`src/rtl/slot_pkg.sv`:
```
// Shared slot machine definitions: spin FSM states, digit width,
// jackpot digit, LFSR taps and small digit helpers.
package slot_pkg;

    typedef enum logic [2:0] {
        IDLE,
        SPIN1,
        SPIN2,
        SPIN3,
        DONE
    } state_t;

    localparam int DIGIT_W = 4;
    localparam logic [DIGIT_W-1:0] JACKPOT_DIGIT = 4'd7;

    // Fibonacci taps 16,14,13,11 -> bits 15,13,12,10
    localparam logic [15:0] LFSR_TAPS = 16'hB400;

    // Fold a raw nibble into 0..dmax by subtracting (dmax+1) once
    function automatic logic [DIGIT_W-1:0] reduce_digit(
        input logic [DIGIT_W-1:0] n,
        input logic [DIGIT_W-1:0] dmax
    );
        if (n > dmax) begin
            return n - dmax - DIGIT_W'(1);
        end
        return n;
    endfunction

    // Advance a spinning reel, wrapping dmax back to 0
    function automatic logic [DIGIT_W-1:0] next_digit(
        input logic [DIGIT_W-1:0] d,
        input logic [DIGIT_W-1:0] dmax
    );
        if (d == dmax) begin
            return '0;
        end
        return d + DIGIT_W'(1);
    endfunction

endpackage

```
`src/rtl/lfsr16.sv`:
```
// Free-running 16-bit Fibonacci LFSR used as the reel stop source.
// Steps every cycle; reset loads the seed.
module lfsr16
    import slot_pkg::*;
#(
    parameter logic [15:0] LFSR_SEED = 16'hACE1
) (
    input  logic        Clock,
    input  logic        Reset,
    output logic [15:0] Q
);

    logic feedback;

    assign feedback = ^(Q & LFSR_TAPS);

    // Shift left, feeding the tap parity into bit 0
    always_ff @(posedge Clock) begin
        if (Reset) begin
            Q <= LFSR_SEED;
        end else begin
            Q <= {Q[14:0], feedback};
        end
    end

endmodule

```
`src/rtl/reel_spinner.sv`:
```
// Spin stage: animates three reels, stops them left to right and
// hands the final 12-bit result to the win stage with a done pulse.
module reel_spinner
    import slot_pkg::*;
#(
    parameter int          DIGIT_MAX   = 9,
    parameter int          SPIN_CYCLES = 8,
    parameter int          TICK_DIV    = 2,
    parameter logic [15:0] LFSR_SEED   = 16'hACE1
) (
    input  logic        Clock,
    input  logic        Reset,
    input  logic        Start,
    input  logic        BetIn,
    input  logic        RigEn,
    input  logic [11:0] RigValue,
    output logic [11:0] ReelDigits,
    output logic [11:0] PlayerSpin,
    output logic        PlayerBet,
    output logic        SpinBusy,
    output logic        SpinDone
);

    localparam int SCW = (SPIN_CYCLES > 1) ? $clog2(SPIN_CYCLES) : 1;
    localparam int TW  = (TICK_DIV > 1) ? $clog2(TICK_DIV) : 1;
    localparam logic [SCW-1:0] STAGE_LAST = SCW'(SPIN_CYCLES - 1);
    localparam logic [TW-1:0]  TICK_LAST  = TW'(TICK_DIV - 1);
    localparam logic [DIGIT_W-1:0] DMAX = DIGIT_W'(DIGIT_MAX);

    state_t state;
    state_t next_state;

    logic [SCW-1:0] stage_cnt;
    logic [TW-1:0]  tick_cnt;
    logic           stage_end;
    logic           spinning;
    logic           step;
    logic           accept;

    logic           rig_en_q;
    logic [11:0]    rig_q;

    logic [DIGIT_W-1:0] reel0;
    logic [DIGIT_W-1:0] reel1;
    logic [DIGIT_W-1:0] reel2;
    logic [DIGIT_W-1:0] stop0;
    logic [DIGIT_W-1:0] stop1;
    logic [DIGIT_W-1:0] stop2;
    logic [DIGIT_W-1:0] rnd_digit;

    logic           busy_d;
    logic           done_d;

    logic [15:0]    lfsr_q;
    logic           lfsr_unused;

    lfsr16 #(
        .LFSR_SEED(LFSR_SEED)
    ) u_lfsr (
        .Clock(Clock),
        .Reset(Reset),
        .Q    (lfsr_q)
    );

    // Only the low nibble picks stop digits
    assign lfsr_unused = ^lfsr_q[15:4];

    assign spinning  = (state == SPIN1) || (state == SPIN2) ||
                       (state == SPIN3);
    assign stage_end = spinning && (stage_cnt == STAGE_LAST);
    assign step      = spinning && (tick_cnt == TICK_LAST);
    assign accept    = (state == IDLE) && Start;

    assign rnd_digit = reduce_digit(lfsr_q[3:0], DMAX);
    assign stop0 = rig_en_q ? reduce_digit(rig_q[11:8], DMAX) : rnd_digit;
    assign stop1 = rig_en_q ? reduce_digit(rig_q[7:4], DMAX) : rnd_digit;
    assign stop2 = rig_en_q ? reduce_digit(rig_q[3:0], DMAX) : rnd_digit;

    assign ReelDigits = {reel0, reel1, reel2};

    // State register
    always_ff @(posedge Clock) begin
        if (Reset) begin
            state <= IDLE;
        end else begin
            state <= next_state;
        end
    end

    // Next-state: each spin stage lasts SPIN_CYCLES, DONE lasts one
    always_comb begin
        next_state = state;
        unique case (state)
            IDLE:    if (Start) next_state = SPIN1;
            SPIN1:   if (stage_end) next_state = SPIN2;
            SPIN2:   if (stage_end) next_state = SPIN3;
            SPIN3:   if (stage_end) next_state = DONE;
            DONE:    next_state = IDLE;
            default: next_state = IDLE;
        endcase
    end

    // Status decode of the upcoming state, registered below
    always_comb begin
        busy_d = (next_state != IDLE);
        done_d = (next_state == DONE);
    end

    // Registered status flags
    always_ff @(posedge Clock) begin
        if (Reset) begin
            SpinBusy <= 1'b0;
            SpinDone <= 1'b0;
        end else begin
            SpinBusy <= busy_d;
            SpinDone <= done_d;
        end
    end

    // Stage and animation tick counters, cleared on accepted start
    always_ff @(posedge Clock) begin
        if (Reset || accept || !spinning) begin
            stage_cnt <= '0;
            tick_cnt  <= '0;
        end else begin
            stage_cnt <= stage_end ? '0 : stage_cnt + SCW'(1);
            tick_cnt  <= step ? '0 : tick_cnt + TW'(1);
        end
    end

    // Latch bet and rig request on accepted start
    always_ff @(posedge Clock) begin
        if (Reset) begin
            PlayerBet <= 1'b0;
            rig_en_q  <= 1'b0;
            rig_q     <= '0;
        end else if (accept) begin
            PlayerBet <= BetIn;
            rig_en_q  <= RigEn;
            rig_q     <= RigValue;
        end
    end

    // Reels spin on tick wraps and freeze as their stage ends
    always_ff @(posedge Clock) begin
        if (Reset) begin
            reel0 <= '0;
            reel1 <= '0;
            reel2 <= '0;
        end else begin
            unique case (state)
                SPIN1: begin
                    if (stage_end) reel0 <= stop0;
                    else if (step) reel0 <= next_digit(reel0, DMAX);
                    if (step) reel1 <= next_digit(reel1, DMAX);
                    if (step) reel2 <= next_digit(reel2, DMAX);
                end
                SPIN2: begin
                    if (stage_end) reel1 <= stop1;
                    else if (step) reel1 <= next_digit(reel1, DMAX);
                    if (step) reel2 <= next_digit(reel2, DMAX);
                end
                SPIN3: begin
                    if (stage_end) reel2 <= stop2;
                    else if (step) reel2 <= next_digit(reel2, DMAX);
                end
                default: begin
                end
            endcase
        end
    end

    // Final result is captured as the last reel stops
    always_ff @(posedge Clock) begin
        if (Reset) begin
            PlayerSpin <= '0;
        end else if ((state == SPIN3) && stage_end) begin
            PlayerSpin <= {reel0, reel1, stop2};
        end
    end

endmodule

```
`config.mk`:
```
export PLATFORM = sky130hd
export DESIGN_NAME = reel_spinner
export DESIGN_NICKNAME = d
export VERILOG_FILES = /design/src/rtl/slot_pkg.sv /design/src/rtl/lfsr16.sv /design/src/rtl/reel_spinner.sv
export SDC_FILE = /design/constraint.sdc
export NUM_CORES = 1
export LEC_CHECK = 0
export CORE_ASPECT_RATIO = 0.8
export CORE_MARGIN = 10
export CORE_UTILIZATION = 50
export CTS_BUF_LIST = sky130_fd_sc_hd__clkbuf_4
export CTS_CLUSTER_DIAMETER = 150
export CTS_CLUSTER_SIZE = 25
export DETAILED_ROUTE_END_ITERATION = 8
export HOLD_SLACK_MARGIN = 0.08
export PLACE_DENSITY = 0.8
export RECOVER_POWER = 25
export SLEW_MARGIN = 20
export SYNTH_ARGS = -nofsm -noshare
export SYNTH_HDL_FRONTEND = slang
export SYNTH_SLANG_ARGS = --single-unit
```
`constraint.sdc`:
```
create_clock -name Clock -period 1.5 [get_ports Clock]
set_input_delay 0.3 -clock Clock [delete_from_list [all_inputs] [get_ports Clock]]
set_output_delay 0.3 -clock Clock [all_outputs]
set_load 0.005 [all_outputs]
```
# Word level (Yosys, flattened, before mapping)
# Index checks and enable logic that the tools add are counted.
word_totals:
  out_inout_bits: 27
  in_bits: 17
  wordCells: 123
  register_bits: 63
classes:
  add_sub_neg: 13
  n_reduce_logical: 20
  n_lt_le_gt_ge: 4
  eq_ne: 12
  n_mux: 61
op_table:
  columns: ["cell", "count"]
  rows:
  - ["two-way mux 4 bit", 29]
  - ["two-way mux 1 bit", 25]
  - ["> comparator 4 bit, second input constant", 4]
  - ["XOR reduction 16 bit", 1]
  - ["subtractor 4 x 1 -> 4 bit, second input constant", 4]
  - ["subtractor 4 bit, second input constant", 4]
  - ["adder 4 x 1 -> 4 bit, second input constant", 3]
  - ["equality test 4 bit, second input constant", 3]
  - ["two-way mux 3 bit", 4]
  - ["case mux 3 bit (4 select lines)", 1]
  - ["case mux 4 bit (3 select lines)", 1]
  - ["case mux 4 bit (2 select lines)", 1]
  - ["equality test 3 x 2 -> 1 bit, second input constant", 2]
  - ["equality test 3 bit, second input constant", 2]
  - ["!= test 3 bit, second input constant", 2]
  - ["nonzero test 3 bit", 2]
  - ["logical AND 1 bit", 4]
  - ["logical OR 1 bit", 4]
  - ["!= test 2 bit, second input constant", 2]
  - ["AND reduction 4 bit", 1]
  - ["nonzero test 2 bit", 2]
  - ["OR reduction 2 bit", 2]
  - ["adder 3 x 1 -> 3 bit, second input constant", 1]
  - ["equality test 3 x 1 -> 1 bit, second input constant", 1]
  - ["other kinds (5)", 5]

# Logic depth before layout (Yosys ltp)
logic_depth:
  depth_word: 12
  ltp_mapped: 9
  mapped_depth_nobuf: 7

# By module
# From an unflattened synthesis, not the netlist that was laid out.
hier_totals:
  cells_unflattened: 337
  area_unflattened_um2: 2767.7
by_module_without_submodules:
  columns: ["mod", "cells_per_inst", "area_per_inst_um2", "n_inst", "seq_area_each_um2"]
  rows:
  - ["reel_spinner", 301, 2313.5, 1, 940.9]
  - ["lfsr16", 36, 454.2, 1, 320.3]

# Worst setup path after synthesis
# No wires, ideal clock.
synth_timing:
  path_type: "reg2reg"
  from: "reg stage_cnt[0]"
  to: "reg reel2[0]"
  period_less_slack_ps: 1681
  path_stages_with_launch: 9
  setup_time_ps: 74
  required_ps: 1426
  t_arrival_ps: 1607
  path_buffers: 2
  slack_ps: -181
  cell_sequence: "dfxtp_1 -> ha_1 -> ha_1 -> buf_2 -> nand2_1 -> nor3b_2 -> buf_2 -> or3_1 -> a31oi_1"
synth_via:
  elab_chain_cells: 4
  word_cells_on_any_way: 6
  classes_between: "2 x eq/ne; 2 x mux; 2 x reduce/logical"
synth_rtl:
  columns: ["element", "line", "text"]
  rows:
  - ["from (decl)", "reel_spinner.sv:33", "logic [SCW-1:0] stage_cnt;"]
  - ["from (signal assigned)", "reel_spinner.sv:126", "stage_cnt <= stage_end ? '0 : stage_cnt + SCW'(1);"]
  - ["equality test 3 bit (*)", "reel_spinner.sv:70", "assign stage_end = spinning && (stage_cnt == STAGE_LAST);"]
  - ["logical AND 1 bit (*)", "reel_spinner.sv:70", null]
  - ["!= test 3 bit (no line) / two-way mux 4 bit (equally long branches)", null, null]
  - ["AND reduction 4 bit (no line) / case mux 4 bit (3 select lines) (equally long branches)", null, null]
  - ["to (signal assigned)", "reel_spinner.sv:156", "if (step) reel2 <= next_digit(reel2, DMAX);"]
  - ["to (signal assigned)", "reel_spinner.sv:161", "if (step) reel2 <= next_digit(reel2, DMAX);"]
  - ["to (signal assigned)", "reel_spinner.sv:164", "if (stage_end) reel2 <= stop2;"]
  - ["to (decl)", "reel_spinner.sv:45", "logic [DIGIT_W-1:0] reel2;"]
# Mark *: on every way between the ends. The rest lies on a longest branch, timed or not.
# A chain may end at the register's enable or synchronous reset.

# Worst setup path in the final report
layout_timing:
  from: "reg stage_cnt[1]"
  to: "reg reel1[3]"
layout_via:
  elab_chain_cells: 4
  word_cells_on_any_way: 6
  classes_between: "2 x eq/ne; 2 x mux; 2 x reduce/logical"
layout_rtl:
  columns: ["element", "line", "text"]
  rows:
  - ["equality test 3 bit (*)", "reel_spinner.sv:70", null]
  - ["logical AND 1 bit (*)", "reel_spinner.sv:70", null]
  - ["!= test 3 bit (no line) / two-way mux 4 bit (equally long branches)", null, null]
  - ["AND reduction 3 bit (no line) / case mux 4 bit (2 select lines) (equally long branches)", null, null]
  - ["to (signal assigned)", "reel_spinner.sv:155", "if (step) reel1 <= next_digit(reel1, DMAX);"]
  - ["to (signal assigned)", "reel_spinner.sv:159", "if (stage_end) reel1 <= stop1;"]
  - ["to (signal assigned)", "reel_spinner.sv:160", "else if (step) reel1 <= next_digit(reel1, DMAX);"]
  - ["to (decl)", "reel_spinner.sv:44", "logic [DIGIT_W-1:0] reel1;"]
# Marks and branches as above.

==> run summary <==
Dpl cells: 459
Failing checks: negative setup slack
Clk sink count: 63
Fill cells: 413
Syn avg cell area: 8.21 µm²
Total Wirelength: 7500 µm
FF/Latch Area: 1300 µm²
Effective utilization at floorplan: 50.9%
WS Path Type: register to register
Die Y: 86.4 µm
Hold path depth: 3
Core area: 5410 µm²
Crit start category: register
Pre-Repair DR Iteration Count: 4
Worst Slack Setup Final: -87.9 ps
Rows: 24
Worst slew margin relative to its limit: 31.2%
First-pass GRT wire length: 11900 µm
Synthesis Warnings: 0
Nets: 442
Share of the synthesized area in the top cell type: 45.8%
Vias per cell: 5.41
Drt initial violations: 178
CP cell instances: ha_4 -> ha_4 -> nor4bb_4 -> a31oi_4 -> buf_6 -> a21oi_2 -> nor2_1 -> nor3_2
Library cells used by synthesis: 45
Worst path depth: 8
PortBufs: 43
Most frequent cell after synthesis: nand2_1
Post-detail-place hpwl: 5200 µm
Die width: 103 µm
Io pins: 44
Initial antenna violation count: 0
Mapped Nets: 358
Slew Limit Fails: 0
Die footprint: 8890 µm²
Crit. End Element: register
Commonest cells post-synth: nand2_1 (69), dfxtp_1 (63), a21oi_1 (38)
Overall routing resource usage: 16.9%
Ranking of synthesized cells by area: dfxtp_1 (46%), nand2_1 (9.4%), a21oi_1 (6.9%), ha_1 (2.7%), nand3_1 (2.7%)
RSZ-0062 raised after global routing: true
Final setup fails: 17
Peak supply drop: 0.000598 V
Final Hold Viols: 0
Grt total ovfl: 0
Max Root-Sink Buffers: 2
CTS tree: built
Num CTS Buffers: 9
Detailed-route DRC error count: 0
Multi-input gate area: 1560 µm²
CP max stage delay: 360 ps
CTS H-tree depth: 3
Vias: 2645
FF+latch count, synth: 63
Max Clk Rate: 0.630 GHz
WP data required: 1840 ps
Area grow syn2layout: 43.5%
Ratio of cells with drive above 1 in the final layout: 31.1%
Period utilization: 106%
Avg WL per Cell: 15.3 µm
Worst Max-Slew Pin Slew: 1030 ps
CP arrival: 1930 ps
Sequential area share after synthesis: 45.8%
Cell family with most CP delay: simple AND/OR/NAND/NOR gates
Cts hold-fix bufs: 0
Lkg Pwr: 1.68 nW
Pwr Density: 836 nW/µm²
Largest net degree at the start of global routing: 29
EDFF count, synth: 0
Clock-pin slew on the worst setup and hold paths: 110 ps
Synth async-reset ratio: 0%
Vias in the first global route: 2521
Setup TNS: -750 ps
DRT antenna net count: 0
FF-to-FF path depth: 8
Status: complete, but fails checks
Worst hold path type: input pin to register
Max-cap violations: 0
Number of antenna diodes: 0
CP Buf/Inv Count: 1
Min Clock Period, post-route: 1590 ps
Root Driver: clkbuf_4
Latest clock arrival within the worst-skew pair: 420 ps
Post-synthesis instance total: 335
Crit-path slowest cell: dfxtp_2
Synth Cell Area: 2750 µm²
RD Place Congestion: 0.874
Clk_skew: 10.8 ps
CP Max Fanout: 6
Synth area leader: dfxtp_1
Post-synth top flop: dfxtp_1
Non-filler cells in the finished layout: 489
CP most frequent cell: ha_4
[worst min-delay path, delay by kind of cell]
kind	cells	cell delay, ps
buffers and inverters	1	390
and+or+nand+nor	1	50
AOI/OAI and AO/OA	1	50
[final cells by class]
class                           count  share of cell area, %
Sequential cell                    63                   33.0
Clock inverter                      7                   1.62
Clock buffer                        9                   1.71
Tap cell                           65                   2.06
Inverter                           13                   1.24
Timing Repair Buffer               94                   20.8
Multi-Input combinational cell    238                   39.6
[where the power goes]
group,leakage [nW],total [mW],switching [mW],internal [mW]
clock network,0.0691,1.12,0.630,0.493
logic,1.09,0.395,0.200,0.195
registers,0.526,1.78,0.0500,1.73
total,1.68,3.30,0.880,2.42
[registers in the layout, summed over array words and instances, names as in the netlist, 3 cells and up]
signal / cells
PlayerSpin: 12
reel0: 4
reel1: 4
reel2: 4
rig_q: 12
stage_cnt: 3
state: 3
u_lfsr.Q: 16
[layer usage]
metal	share of wire [%]	GRT usage (%)
met1	43	20.2
met4	1.4	5.04
met3	6.4	6.44
met2	49	27.6
met5	0	0
[cells by family after synthesis]
kind of cell,share of synthesized area (%)
simple gates,25.2
compound gates,18.4
buf+inv,5.59
flops,45.8
fa+ha+maj,2.73
xor+xnor,2.23
[final timing paths]
| kind | from | endpoint | slack, ps |
|---|---|---|---|
| max | stage_cnt[1]$_SDFF_PP0_ | reel1[3]$_SDFFE_PP0P_ | -90 |
| min reg2reg | u_lfsr.Q[5]$_SDFF_PP1_ | u_lfsr.Q[6]$_SDFF_PP1_ | 420 |
| max reg2reg | stage_cnt[1]$_SDFF_PP0_ | reel1[3]$_SDFFE_PP0P_ | -90 |
| min | RigValue[10] | rig_q[10]$_SDFFE_PP0P_ | 420 |
[through the flow]
step / hold slack, ps / cell area, µm² / utilization, % / worst slack (ps) / power (mW)
after floorplan: 389 / 2810 / - / -18.9 / 2.03
after global placement: 391 / 3490 / 64.6 / -42.7 / 2.18
after detailed placement: 395 / 3490 / 64.6 / -115 / 2.20
after CTS: 231 / 3770 / 69.8 / -75.6 / 3.31
after global routing: 371 / 3950 / 73.0 / -195 / 3.46
final: 417 / 3950 / 73.0 / -87.9 / 3.30
[placed cells by master, fill, tap and decap left out, types with 5 or more instances in the layout]
master	n
o211ai_1	5
dfxtp_4	6
nand2_1	63
inv_1	12
nand3_1	13
nand2_4	5
nor2b_1	10
dfxtp_1	43
o21ai_0	7
nor2_1	14
buf_6	7
a21oi_2	7
a31oi_1	5
or2_2	7
a21oi_1	31
buf_4	41
clkdlybuf4s50_1	15
clkbuf_4	9
dfxtp_2	14
nor3_1	6
dlygate4sd2_1	27
[repair_timing]
action,in CTS,in global routing
cloned,0,1
resized for setup,66,38
buffers inserted,12,2
pin swaps,12,21
endpoints found under the setup margin,41,24
Note: power is estimated with default switching activity, not from simulation.
